### config.mk
export PLATFORM = sky130hd
export DESIGN_NAME = ip_sound_mixer
export DESIGN_NICKNAME = d
export VERILOG_FILES = /design/src/rtl/ip_sound_mixer.sv
export SDC_FILE = /design/constraint.sdc
export NUM_CORES = 1
export LEC_CHECK = 0
export ABC_AREA = 1
export CORE_ASPECT_RATIO = 0.7
export CORE_UTILIZATION = 35
export DETAILED_ROUTE_END_ITERATION = 12
export GPL_TIMING_DRIVEN = 0
export MAX_ROUTING_LAYER = met4
export REMOVE_ABC_BUFFERS = 1
export SYNTH_ARGS = -nofsm -noshare
export SYNTH_HDL_FRONTEND = slang
export SYNTH_SLANG_ARGS = --single-unit
export TNS_END_PERCENT = 100
### constraint.sdc
create_clock -name clk -period 7.4 [get_ports clk]
set_input_delay 2.22 -clock clk [delete_from_list [all_inputs] [get_ports clk]]
set_output_delay 2.22 -clock clk [all_outputs]
set_load 0.005 [all_outputs]
### src/rtl/ip_sound_mixer.sv
// Three-channel sample mixer: per-channel volume, mute and master gain on one shared multiplier.
// Gains are written by the CPU through an index/data I/O port pair.
module ip_sound_mixer #(
  parameter logic [7:0] IO_BASE = 8'h4C
) (
  input  logic               clk,
  input  logic               n_reset,
  input  logic               mclk_pcen_n,
  input  logic               n_ioreq,
  input  logic               n_wr,
  input  logic [15:0]        address,
  input  logic [7:0]         wdata,
  input  logic [10:0]        scc_in,
  input  logic [15:0]        opll_in,
  input  logic [7:0]         ssg_in,
  output logic signed [16:0] sound_out,
  output logic               sound_valid
);

  localparam logic [7:0] DATA_PORT = IO_BASE + 8'd1;

  typedef enum logic [2:0] {
    S_IDLE,
    S_CAP,
    S_SCC,
    S_OPLL,
    S_SSG,
    S_MST
  } state_t;

  state_t r_state;

  logic [2:0] r_sync;
  logic       w_strobe_n;
  logic       w_wr_stb;
  logic [7:0] w_addr;

  logic [7:0] r_vol_scc;
  logic [7:0] r_vol_opll;
  logic [7:0] r_vol_ssg;
  logic [7:0] r_vol_mst;
  logic [2:0] r_mute;
  logic [2:0] r_index;

  logic signed [16:0] r_c_scc;
  logic signed [16:0] r_c_opll;
  logic signed [16:0] r_c_ssg;
  logic [7:0]         r_c_vscc;
  logic [7:0]         r_c_vopll;
  logic [7:0]         r_c_vssg;
  logic [7:0]         r_c_vmst;
  logic [2:0]         r_c_mute;

  logic signed [19:0] r_acc;

  logic signed [16:0] w_scc_al;
  logic signed [16:0] w_opll_al;
  logic signed [16:0] w_ssg_al;
  logic signed [19:0] w_mul_a;
  logic [7:0]         w_mul_b;
  logic               w_mul_mute;
  logic signed [28:0] w_prod;
  logic signed [21:0] w_scaled;
  logic signed [19:0] w_term;
  logic signed [16:0] w_sat;
  logic               w_unused;

  assign w_strobe_n = n_ioreq | n_wr;
  assign w_wr_stb   = ~r_sync[1] & r_sync[2];
  assign w_addr     = address[7:0];

  // r_sync[1:0] synchronise the strobe, r_sync[2] delays it for the falling-edge detect
  always_ff @(posedge clk or negedge n_reset) begin
    if (!n_reset) begin
      r_sync <= 3'b111;
    end else begin
      r_sync <= {r_sync[1:0], w_strobe_n};
    end
  end

  always_ff @(posedge clk or negedge n_reset) begin
    if (!n_reset) begin
      r_index    <= 3'd0;
      r_vol_scc  <= 8'h80;
      r_vol_opll <= 8'h80;
      r_vol_ssg  <= 8'h80;
      r_vol_mst  <= 8'h80;
      r_mute     <= 3'b000;
    end else if (w_wr_stb) begin
      unique case (1'b1)
        (w_addr == IO_BASE): begin
          r_index <= wdata[2:0];
        end
        (w_addr == DATA_PORT): begin
          case (r_index)
            3'd0:    r_vol_scc  <= wdata;
            3'd1:    r_vol_opll <= wdata;
            3'd2:    r_vol_ssg  <= wdata;
            3'd3:    r_vol_mst  <= wdata;
            3'd4:    r_mute     <= wdata[2:0];
            default: ;
          endcase
        end
        default: ;
      endcase
    end
  end

  assign w_scc_al  = {scc_in[10], scc_in, 5'b00000};
  assign w_opll_al = {opll_in[15], opll_in};
  assign w_ssg_al  = {{4{ssg_in[7]}}, ssg_in, 5'b00000};

  always_comb begin
    w_mul_a    = '0;
    w_mul_b    = '0;
    w_mul_mute = 1'b0;
    case (r_state)
      S_SCC: begin
        w_mul_a    = 20'(r_c_scc);
        w_mul_b    = r_c_vscc;
        w_mul_mute = r_c_mute[0];
      end
      S_OPLL: begin
        w_mul_a    = 20'(r_c_opll);
        w_mul_b    = r_c_vopll;
        w_mul_mute = r_c_mute[1];
      end
      S_SSG: begin
        w_mul_a    = 20'(r_c_ssg);
        w_mul_b    = r_c_vssg;
        w_mul_mute = r_c_mute[2];
      end
      S_MST: begin
        w_mul_a = r_acc;
        w_mul_b = r_c_vmst;
      end
      default: ;
    endcase
  end

  // Dropping the low 7 product bits of a signed value is a floor divide by 128
  assign w_prod   = w_mul_a * $signed({1'b0, w_mul_b});
  assign w_scaled = w_prod[28:7];
  assign w_term   = w_mul_mute ? 20'sd0 : w_scaled[19:0];

  always_comb begin
    w_sat = w_scaled[16:0];
    if (w_scaled > 22'sd65535) begin
      w_sat = 17'sh0FFFF;
    end else if (w_scaled < -22'sd65536) begin
      w_sat = 17'sh10000;
    end
  end

  assign w_unused = ^{w_prod[6:0], address[15:8]};

  always_ff @(posedge clk or negedge n_reset) begin
    if (!n_reset) begin
      r_state     <= S_IDLE;
      r_acc       <= '0;
      r_c_scc     <= '0;
      r_c_opll    <= '0;
      r_c_ssg     <= '0;
      r_c_vscc    <= '0;
      r_c_vopll   <= '0;
      r_c_vssg    <= '0;
      r_c_vmst    <= '0;
      r_c_mute    <= '0;
      sound_out   <= '0;
      sound_valid <= 1'b0;
    end else begin
      sound_valid <= 1'b0;
      case (r_state)
        S_IDLE: begin
          if (!mclk_pcen_n) begin
            r_state <= S_CAP;
          end
        end
        S_CAP: begin
          r_c_scc   <= w_scc_al;
          r_c_opll  <= w_opll_al;
          r_c_ssg   <= w_ssg_al;
          r_c_vscc  <= r_vol_scc;
          r_c_vopll <= r_vol_opll;
          r_c_vssg  <= r_vol_ssg;
          r_c_vmst  <= r_vol_mst;
          r_c_mute  <= r_mute;
          r_state   <= S_SCC;
        end
        S_SCC: begin
          r_acc   <= w_term;
          r_state <= S_OPLL;
        end
        S_OPLL: begin
          r_acc   <= r_acc + w_term;
          r_state <= S_SSG;
        end
        S_SSG: begin
          r_acc   <= r_acc + w_term;
          r_state <= S_MST;
        end
        S_MST: begin
          sound_out   <= w_sat;
          sound_valid <= 1'b1;
          r_state     <= S_IDLE;
        end
        default: begin
          r_state <= S_IDLE;
        end
      endcase
    end
  end

endmodule
==> After elaboration in Yosys (flattened, before gate mapping) <==
Cells that the tools add are included.
{ "totals": {"n_memories": 0, "mem_bits_ro": 0, "latchBits": 0, "in_bits": 64, "ram_bits": 0, "out_inout_bits": 18, "register_bits": 152, "elab_cells": 58} }
{ "op_classes": {"shifts": 0, "mul": 1, "n_addsub": 1, "mux": 10, "div_mod_pow": 0, "order_cmp": 2, "n_reduce_logical": 10, "bitwise": 3, "eq_ne": 12} }
{ "op_table": {"columns": ["cell", "n"], "rows": [
  ["20-bit one-hot mux with 4 select lines", 1],
  ["20-bit one-hot mux with 2 select lines", 1],
  ["17-bit 2-to-1 mux", 2],
  ["8-bit one-hot mux with 4 select lines", 1],
  ["20-bit by 9-bit multiplier with 29-bit output", 1],
  ["22-bit by 17-bit greater-than comparator with 1-bit output (second input constant)", 1],
  ["22-bit by 17-bit less-than comparator with 1-bit output (second input constant)", 1],
  ["20-bit adder", 1],
  ["20-bit 2-to-1 mux", 1],
  ["8-bit by 7-bit equality test with 1-bit output (second input constant)", 2],
  ["3-bit one-hot mux with 5 select lines", 1],
  ["3-bit AND reduction", 5],
  ["3-bit by 2-bit equality test with 1-bit output (second input constant)", 4],
  ["3-bit equality test (second input constant)", 3],
  ["3-bit by 1-bit equality test with 1-bit output (second input constant)", 2],
  ["3-bit zero test", 2],
  ["3-bit 2-to-1 mux", 1],
  ["1-bit one-hot mux with 3 select lines", 1],
  ["2-bit != test (second input constant)", 1],
  ["2-bit AND reduction", 1],
  ["2-bit nonzero test", 1],
  ["2-bit OR reduction", 1],
  ["1-bit AND", 1],
  ["1-bit 2-to-1 mux", 1],
  ["other kinds (2)", 2]
]} }

==> Logic depth before layout (Yosys ltp) <==
Gate-level depths: netlist (run 1).
{ "depth": {"word_depth": 6, "mapped_depth": 43} }

==> Least setup slack after synthesis (run 1) <==
OpenSTA, ideal clock, no wires.
{ "synth_timing": {"path_kind": "register to register", "start": "register r_state[0]", "end": "register r_acc[18]", "n_path_buf": 2, "arrival_ps": 6628, "t_required_ps": 7276, "setup_slack_ps": 648, "stages_incl_launch_ff": 34, "cell_sequence": "dfrtp_1 > buf_6 > nor3_1 > inv_1 > o22ai_1 > nor2_1 > clkinv_1 > clkbuf_1 > nand2_1 > fa_1 > inv_1 > fa_1 > fa_1 > inv_1 > fa_1 > inv_1 > ha_1 > a21oi_1 > o21ai_0 > o21bai_1 > or2_2 > xor2_1 > nor2_1 > ha_1 > a21oi_1 > o21ai_0 > a21oi_1 > nand2_1 > a21oi_1 > o21bai_1 > a21oi_1 > o21ai_0 > o211ai_1 > nand2_1"} }
{ "synth_via": {"elab_chain_cells": 6, "elab_cells_between_ends": 13} }
{ "synth_rtl": {"columns": ["element", "line", "source"], "rows": [
  ["start: declaration", "31", "state_t r_state;"],
  ["start signal: assignment", "159", "r_state <= S_IDLE;"],
  ["start signal: assignment", "176", "r_state <= S_CAP;"],
  ["start signal: assignment", "188", "r_state <= S_SCC;"],
  ["3-bit equality test, or another cell as far along", "117", "case (r_state)"],
  ["20-bit one-hot mux with 4 select lines or 8-bit one-hot mux with 4 select lines (tied branches)", "117", null],
  ["20-bit by 9-bit multiplier with 29-bit output", "142", "assign w_prod = w_mul_a * $signed({1'b0, w_mul_b});"],
  ["20-bit 2-to-1 mux", "144", "assign w_term = w_mul_mute ? 20'sd0 : w_scaled[19:0];"],
  ["20-bit adder", "195, 199", null],
  ["20-bit one-hot mux with 2 select lines", "173", "case (r_state)"],
  ["end signal: assignment", "191", "r_acc <= w_term;"],
  ["end signal: assignment", "195", "r_acc <= r_acc + w_term;"],
  ["end signal: assignment", "199", "r_acc <= r_acc + w_term;"],
  ["end: declaration", "54", "logic signed [19:0] r_acc;"]
]} }
Several ways; a longest one is shown, not always the timed one.
A chain may end at the register's enable or synchronous reset.

==> Worst setup path after layout (run 1) <==
{ "layout_timing": {"start": "register r_state[0]", "end": "register r_acc[19]"} }
Same word-level chain as after synthesis.

==> out/qor.yml, run 1 <==
status:
  status: "finished, final reports clean"
setup_path:
  cp-start-kind: "flop"
  critPathSlowestCell: "fa_1"
  path_class: "reg2reg"
  crit_path_max_incr_delay_ns: 0.55
  end_kind: "flop"
  arrival_ns: 7.62
  cp.required_ns: 7.70
  critPathMaxFanout: 7
logic_synthesis:
  yosysTopAreaCellShare: 0.272
  synth_area_leaders: "dfrtp_1 27%, fa_1 19%, nand2_1 9.7%"
  synth_edf_count: 0
  syn_area_um2: 13300
  yosysSeqAreaShare: 0.286
  synthFlopType: "dfrtp_1"
  yosys_warnings: 0
  syn_avg_cell_area_um2: 8.14
  syn_inst: 1638
  synthArstFlopShare: 1.00
  yosysTopAreaCell: "dfrtp_1"
  ys_ff_latch: 152
  synth_cell_types: 51
clocking:
  tritoncts: "done"
  clock_latency_ns: 0.44
  clockBufferDepth: 2
  cts_buffers: 17
  cts_sinks: 152
  cts_root_buf: "clkbuf_16"
  hold_buffers: 0
  ctsHtreeMaxLevel: 4
  path_clk_slew_ns: 0.08
finish:
  nFillCells: 3473
  n_antenna_cell: 0
  nets: 2093
  syn_to_final_growth_pct: 35.6
  drive_above_1_share: 0.268
  fin_cells: 2331
sta:
  hold_violations: 0
  fin_skew_ns: 0.0154
  fin_tns_setup_ns: 0
  finalCriticalPeriod_ns: 7.32
  fmax_mhz: 137
  max_slew_margin: 0.0315
  period_share: 0.989
  maxSlewViolCount: 0
  finalSetupViolations: 0
  worst_pin_slew_ns: 1.45
grt:
  grt_use_total: 0.223
  antenna_found_initial: 0
  grt_overflow: 0
  grt_pass1_vias: 11400
  grt_pass1_wl_um: 64500
  grt_max_degree: 85
route:
  drtIter0Drc: 1070
  post_drt_via_cell_ratio: 5.17
  drt_pre_antenna_iters: 6
  wl_per_cell_um: 18.6
  via_count: 12000
  drc: 0
  antenna_left: 0
  finalWirelength_um: 43300
power:
  max-vdd-ir-drop_v: 0.000234
  p_per_area_nw_per_um2: 422
  power.leakage_nw: 8.74
die:
  die_y_um: 165
  fp.coreArea_um2: 37400
  row_count: 59
  die_area_um2: 38900
  start_util: 0.357
  pin_count: 82
  die_x_um: 235
hold_path:
  hold_path_class: "reg2reg"
place:
  placed_cells: 2161
  portBuffers: 73
  place.gp.congestion: 1.01
  dp_hpwl_um: 29500
run:
  drv_cap: 0
[where the power goes]
group	total [mW]	leakage, nW	internal [mW]	switching, mW
Sequential	1.27	1.93	1.08	0.182
Clock	0.919	0.295	0.489	0.431
Combinational	5.45	6.52	2.23	3.21
[Yosys cell counts (7+ instances only)]
master / number
a21o_1: 8
a21oi_1: 86
a221oi_1: 10
a31oi_1: 10
clkbuf_1: 34
dfrtp_1: 145
dfstp_2: 7
fa_1: 126
ha_1: 73
inv_1: 297
mux2_2: 44
nand2_1: 343
nand2_2: 12
nand3_1: 30
nand4_1: 14
nor2_1: 177
nor3_1: 9
o21ai_0: 88
o21bai_1: 15
o22ai_1: 15
xnor2_1: 16
xor2_1: 17
[worst max-delay path, delay by kind of cell (launching register included)]
kind            cells  cell delay (ns)
compound gates      7             0.98
xor+xnor            2             0.44
fa+ha+maj           6             2.60
buf+inv            12             1.36
flops               1             0.45
simple gates       10             1.31
[repair_timing]
action,CTS,global route
resized for setup,113,243
buffers inserted,62,72
pin swaps,16,99
gates cloned,2,2
setup endpoints to repair,37,13
[final timing paths]
path / depth (start not counted) / slack (ns) / startpoint / end
worst max register to register: 37 / 0.08 / r_state[0] / r_acc[19]
max in group asynchronous: 2 / 4.69 / n_reset / r_vol_mst[7]
worst max-delay path: 37 / 0.08 / r_state[0] / r_acc[19]
min in group asynchronous: 1 / 1.83 / n_reset / sound_out[8]
worst min-delay path: 0 / 0.36 / r_sync[0] / r_sync[1]
worst min register to register: 0 / 0.36 / r_sync[0] / r_sync[1]
[cell usage in the layout, fill, tap and decap left out, types with 22 or more instances in the layout]
cell | synthesis | layout
ha_1 | 73 | 40
nand3_1 | 30 | 26
buf_4 | 1 | 121
a21oi_1 | 86 | 49
ha_4 | 0 | 28
inv_1 | 297 | 271
nor2_1 | 177 | 140
o21ai_0 | 88 | 71
nand2_2 | 12 | 42
clkdlybuf4s50_1 | 0 | 72
fa_1 | 126 | 123
mux2_2 | 44 | 44
nand2_1 | 343 | 302
a21oi_2 | 0 | 22
dfrtp_1 | 145 | 142
[stage by stage]
| step | hold slack, ns | area (um^2) | power, mW | setup WS [ns] | util |
|---|---|---|---|---|---|
| floorplan | 0.345 | 13100 | 3.67 | -0.329 | - |
| global placement | 0.347 | 14500 | 4.80 | -3.44 | 0.387 |
| detailed placement | 0.347 | 14700 | 4.89 | -1.92 | 0.392 |
| CTS | 0.360 | 16400 | 6.35 | 0.000294 | 0.438 |
| global route | 0.364 | 18100 | 8.11 | -0.176 | 0.484 |
| finish | 0.355 | 18100 | 7.63 | 0.0844 | 0.484 |
[routing by layer]
layer	up-vias	share of wire	wire length, um	GRT usage
met2	557	0.43	18600	0.324
met5	-	0	0	-
met1	5893	0.45	19300	0.314
met4	0	0.025	1080	0.0561
li1	5510	-	-	-
met3	80	0.099	4280	0.0500
[final cells by class]
| class | instances | area (um^2) | share of cell area |
|---|---|---|---|
| clock buffers | 17 | 425 | 0.0235 |
| clock inverters | 15 | 200 | 0.0111 |
| inverters | 304 | 1200 | 0.0661 |
| multi-input cells | 1136 | 9770 | 0.540 |
| flip-flops and latches | 152 | 3820 | 0.211 |
| well taps | 488 | 611 | 0.0338 |
| repair buffers | 217 | 2060 | 0.114 |
| repair inverters | 2 | 10.0 | 0.000553 |
[flip-flops by register name, summed over array words and instances (netlist names)]
signal,cells
r_acc,20
sound_out,17
r_c_opll,16
r_c_scc,11
r_c_ssg,8
r_c_vmst,8
r_c_vopll,8
r_c_vscc,8
r_c_vssg,8
r_vol_mst,8
r_vol_opll,8
r_vol_scc,8
r_vol_ssg,8
r_c_mute,3
r_index,3
r_mute,3
r_state,3
r_sync,3
sound_valid,1
[kinds of logic after synthesis]
kind of cell    share of synthesized area
simple gates                        0.187
buf+inv                             0.102
compound gates                      0.109
fa+ha+maj                           0.258
flops                               0.286
mux                                0.0372
xor+xnor                           0.0217
Note: power is estimated with default switching activity, not from simulation.
==> run 2: changes to the inputs <==
--- a/config.mk
+++ b/config.mk
@@ -12,6 +12,7 @@
 export GPL_TIMING_DRIVEN = 0
 export MAX_ROUTING_LAYER = met4
 export REMOVE_ABC_BUFFERS = 1
+export SETUP_SLACK_MARGIN = 0.15
 export SYNTH_ARGS = -nofsm -noshare
 export SYNTH_HDL_FRONTEND = slang
 export SYNTH_SLANG_ARGS = --single-unit
==> constraint.sdc (replaced) <==
create_clock -name clk -period 6.6 [get_ports clk]
set_input_delay 1.98 -clock clk [delete_from_list [all_inputs] [get_ports clk]]
set_output_delay 1.98 -clock clk [all_outputs]
set_load 0.005 [all_outputs]
==> run 2 against run 1 <==
  * Hold slack got worse by 0.00087 ns
  * Highest routed layer unchanged
  * Largest power group unchanged
  * Critical endpoint is now r_acc[16]
  * Setup slack got worse by 0.82 ns
  * The run now ends with max-slew violations, negative setup slack left
  * Global-route usage rose by 0.60 points
==> out/qor.yml, run 2 (synthesis gave the netlist of run 1 again) <==
clocking:
  tritoncts: "done"
  hold_buffers: 0
  clockBufferDepth: 2
  path_clk_slew_ns: 0.07
  cts_buffers: 17
  cts_root_buf: "clkbuf_16"
  clock_latency_ns: 0.44
  cts_sinks: 152
  ctsHtreeMaxLevel: 4
sta:
  fmax_mhz: 136
  worst_pin_slew_ns: 1.54
  max_slew_margin: -0.0299
  setup_ws_ns: -0.736
  maxSlewViolCount: 6
  period_share: 1.11
  whs_ns: 0.354
  finalCriticalPeriod_ns: 7.34
  hold_violations: 0
  fin_skew_ns: 0.0160
  finalSetupViolations: 18
  rsz0062_at_grt: "true"
setup_path:
  cp-start-kind: "flop"
  critPathMaxFanout: 6
  crit_path_max_incr_delay_ns: 0.57
  cpMostUsedCell: "buf_4"
  path_class: "reg2reg"
  arrival_ns: 7.68
  critPathSlowestCell: "fa_1"
  end_kind: "flop"
  cp.required_ns: 6.95
finish:
  regMostFlops: "r_acc"
  nets: 2147
  seq_area_um2: 3820
  reg.largest.list: "r_acc (20), sound_out (17), r_c_opll (16)"
  largest_reg_flops: 20
  final_util: 0.507
  nFillCells: 3314
  syn_to_final_growth_pct: 42.1
  final_common_cell: "nand2_1"
  multiInputGateArea_um2: 10200
  final_cell_mix: "286 x nand2_1, 247 x inv_1, 162 x buf_4"
  fin_cells: 2386
  drive_above_1_share: 0.329
power:
  internal_power_mw: 4.65
  max-vdd-ir-drop_v: 0.000291
  p_switching_mw: 4.56
  power.leakage_nw: 9.14
  power_frac_seq: 0.156
  p_clk_frac: 0.112
  switching_share: 0.495
  p_comb_frac: 0.732
  p_per_area_nw_per_um2: 486
die:
  die_y_um: 165
  pin_count: 82
  start_util: 0.357
  die_x_um: 235
  die_area_um2: 38900
  row_count: 59
  fp.coreArea_um2: 37400
status:
  violations: "max-slew violations, negative setup slack"
  status: "finished, violations left"
grt:
  grt_overflow: 0
  grt_pass1_wl_um: 66500
  grt_pass1_vias: 11900
  grt_use_total: 0.229
  antenna_found_initial: 1
  grt_max_degree: 85
place:
  portBuffers: 73
  placed_cells: 2161
  dpl_worst_slack_ns: -2.72
  dp_hpwl_um: 29500
  place.gp.congestion: 1.01
hold_path:
  hold_path_class: "reg2reg"
route:
  via_count: 12400
  drc: 0
  finalWirelength_um: 44800
  drt_pre_antenna_iters: 6
  antenna_left: 0
  drtIter0Drc: 1205
  wl_per_cell_um: 18.8
  post_drt_via_cell_ratio: 5.20
run:
  drv_cap: 0
==> run 2: changes by cell type in the layout (fill, tap and decap cells not counted), moves of 6 or more <==
cell	delta
a21oi_1	-6
buf_4	+41
buf_6	+12
inv_1	-24
inv_2	+22
nand2_1	-16
nand2_2	+9
nand2_4	+8
==> run 2: final timing paths <==
path                                 end  cells after the start  slack [ns]       start
max in group asynchronous      r_sync[0]                      2        4.13     n_reset
hold / removal                 r_sync[1]                      0        0.35   r_sync[0]
hold reg to reg                r_sync[1]                      0        0.35   r_sync[0]
min in group asynchronous  sound_out[11]                      1        1.59     n_reset
setup reg to reg               r_acc[16]                     35       -0.74  r_state[0]
setup / recovery               r_acc[16]                     35       -0.74  r_state[0]
==> run 2: power by group through the flow <==
| stage | clock network, mW | logic [mW] | registers (mW) |
|---|---|---|---|
| 2_1_floorplan | 0 | 2.76 | 1.35 |
| 3_3_place_gp | 0 | 3.99 | 1.39 |
| 3_5_place_dp | 0 | 4.08 | 1.40 |
| 4_1_cts | 1.04 | 5.41 | 1.41 |
| 5_1_grt | 1.08 | 7.19 | 1.46 |
| 6_report | 1.03 | 6.74 | 1.43 |
==> run 2: timing repair <==
action                                  CTS  global route
gates resized for setup                 231           243
gates cloned                              2             1
endpoints found under the setup margin   37            35
setup buffers                           115            74
pin swaps                                43           157
==> run 2: metrics by stage <==
stage,setup TNS [ns],area [um^2],total power [mW]
finish,-6.86,18900,9.21
global route,-13.19,18900,9.74
CTS,-4.57,17400,7.86
detailed placement,-71.25,14700,5.48
global placement,-526.04,14500,5.39
floorplan,-15.36,13100,4.11
==> run 2: critical path, delay by kind of cell, from the launching register on <==
kind,cells,cell delay [ns]
adders and majority gates,6,2.66
buffers and inverters,13,1.65
AOI/OAI and AO/OA,7,1.38
and+or+nand+nor,8,0.89
DFF,1,0.46
xor gates and xnor gates,1,0.22
==> run 2: final cells by class <==
cell class                 instances  share of cell area
sequential                       152               0.202
inverter                         304              0.0638
tap                              488              0.0322
timing repair inverter             1            0.000264
multi-input combinational       1137               0.536
clock buffer                      17              0.0225
clock inverter                    15              0.0106
timing repair buffer             271               0.133
antenna                            1            0.000132
==> run 2: per-layer routing <==
layer  share of wire  routed length, um  global-route usage
met5               0                  0                   -
met1            0.45              20000               0.319
met2            0.45              19900               0.341
met3           0.091               4060              0.0515
met4           0.017                771              0.0508
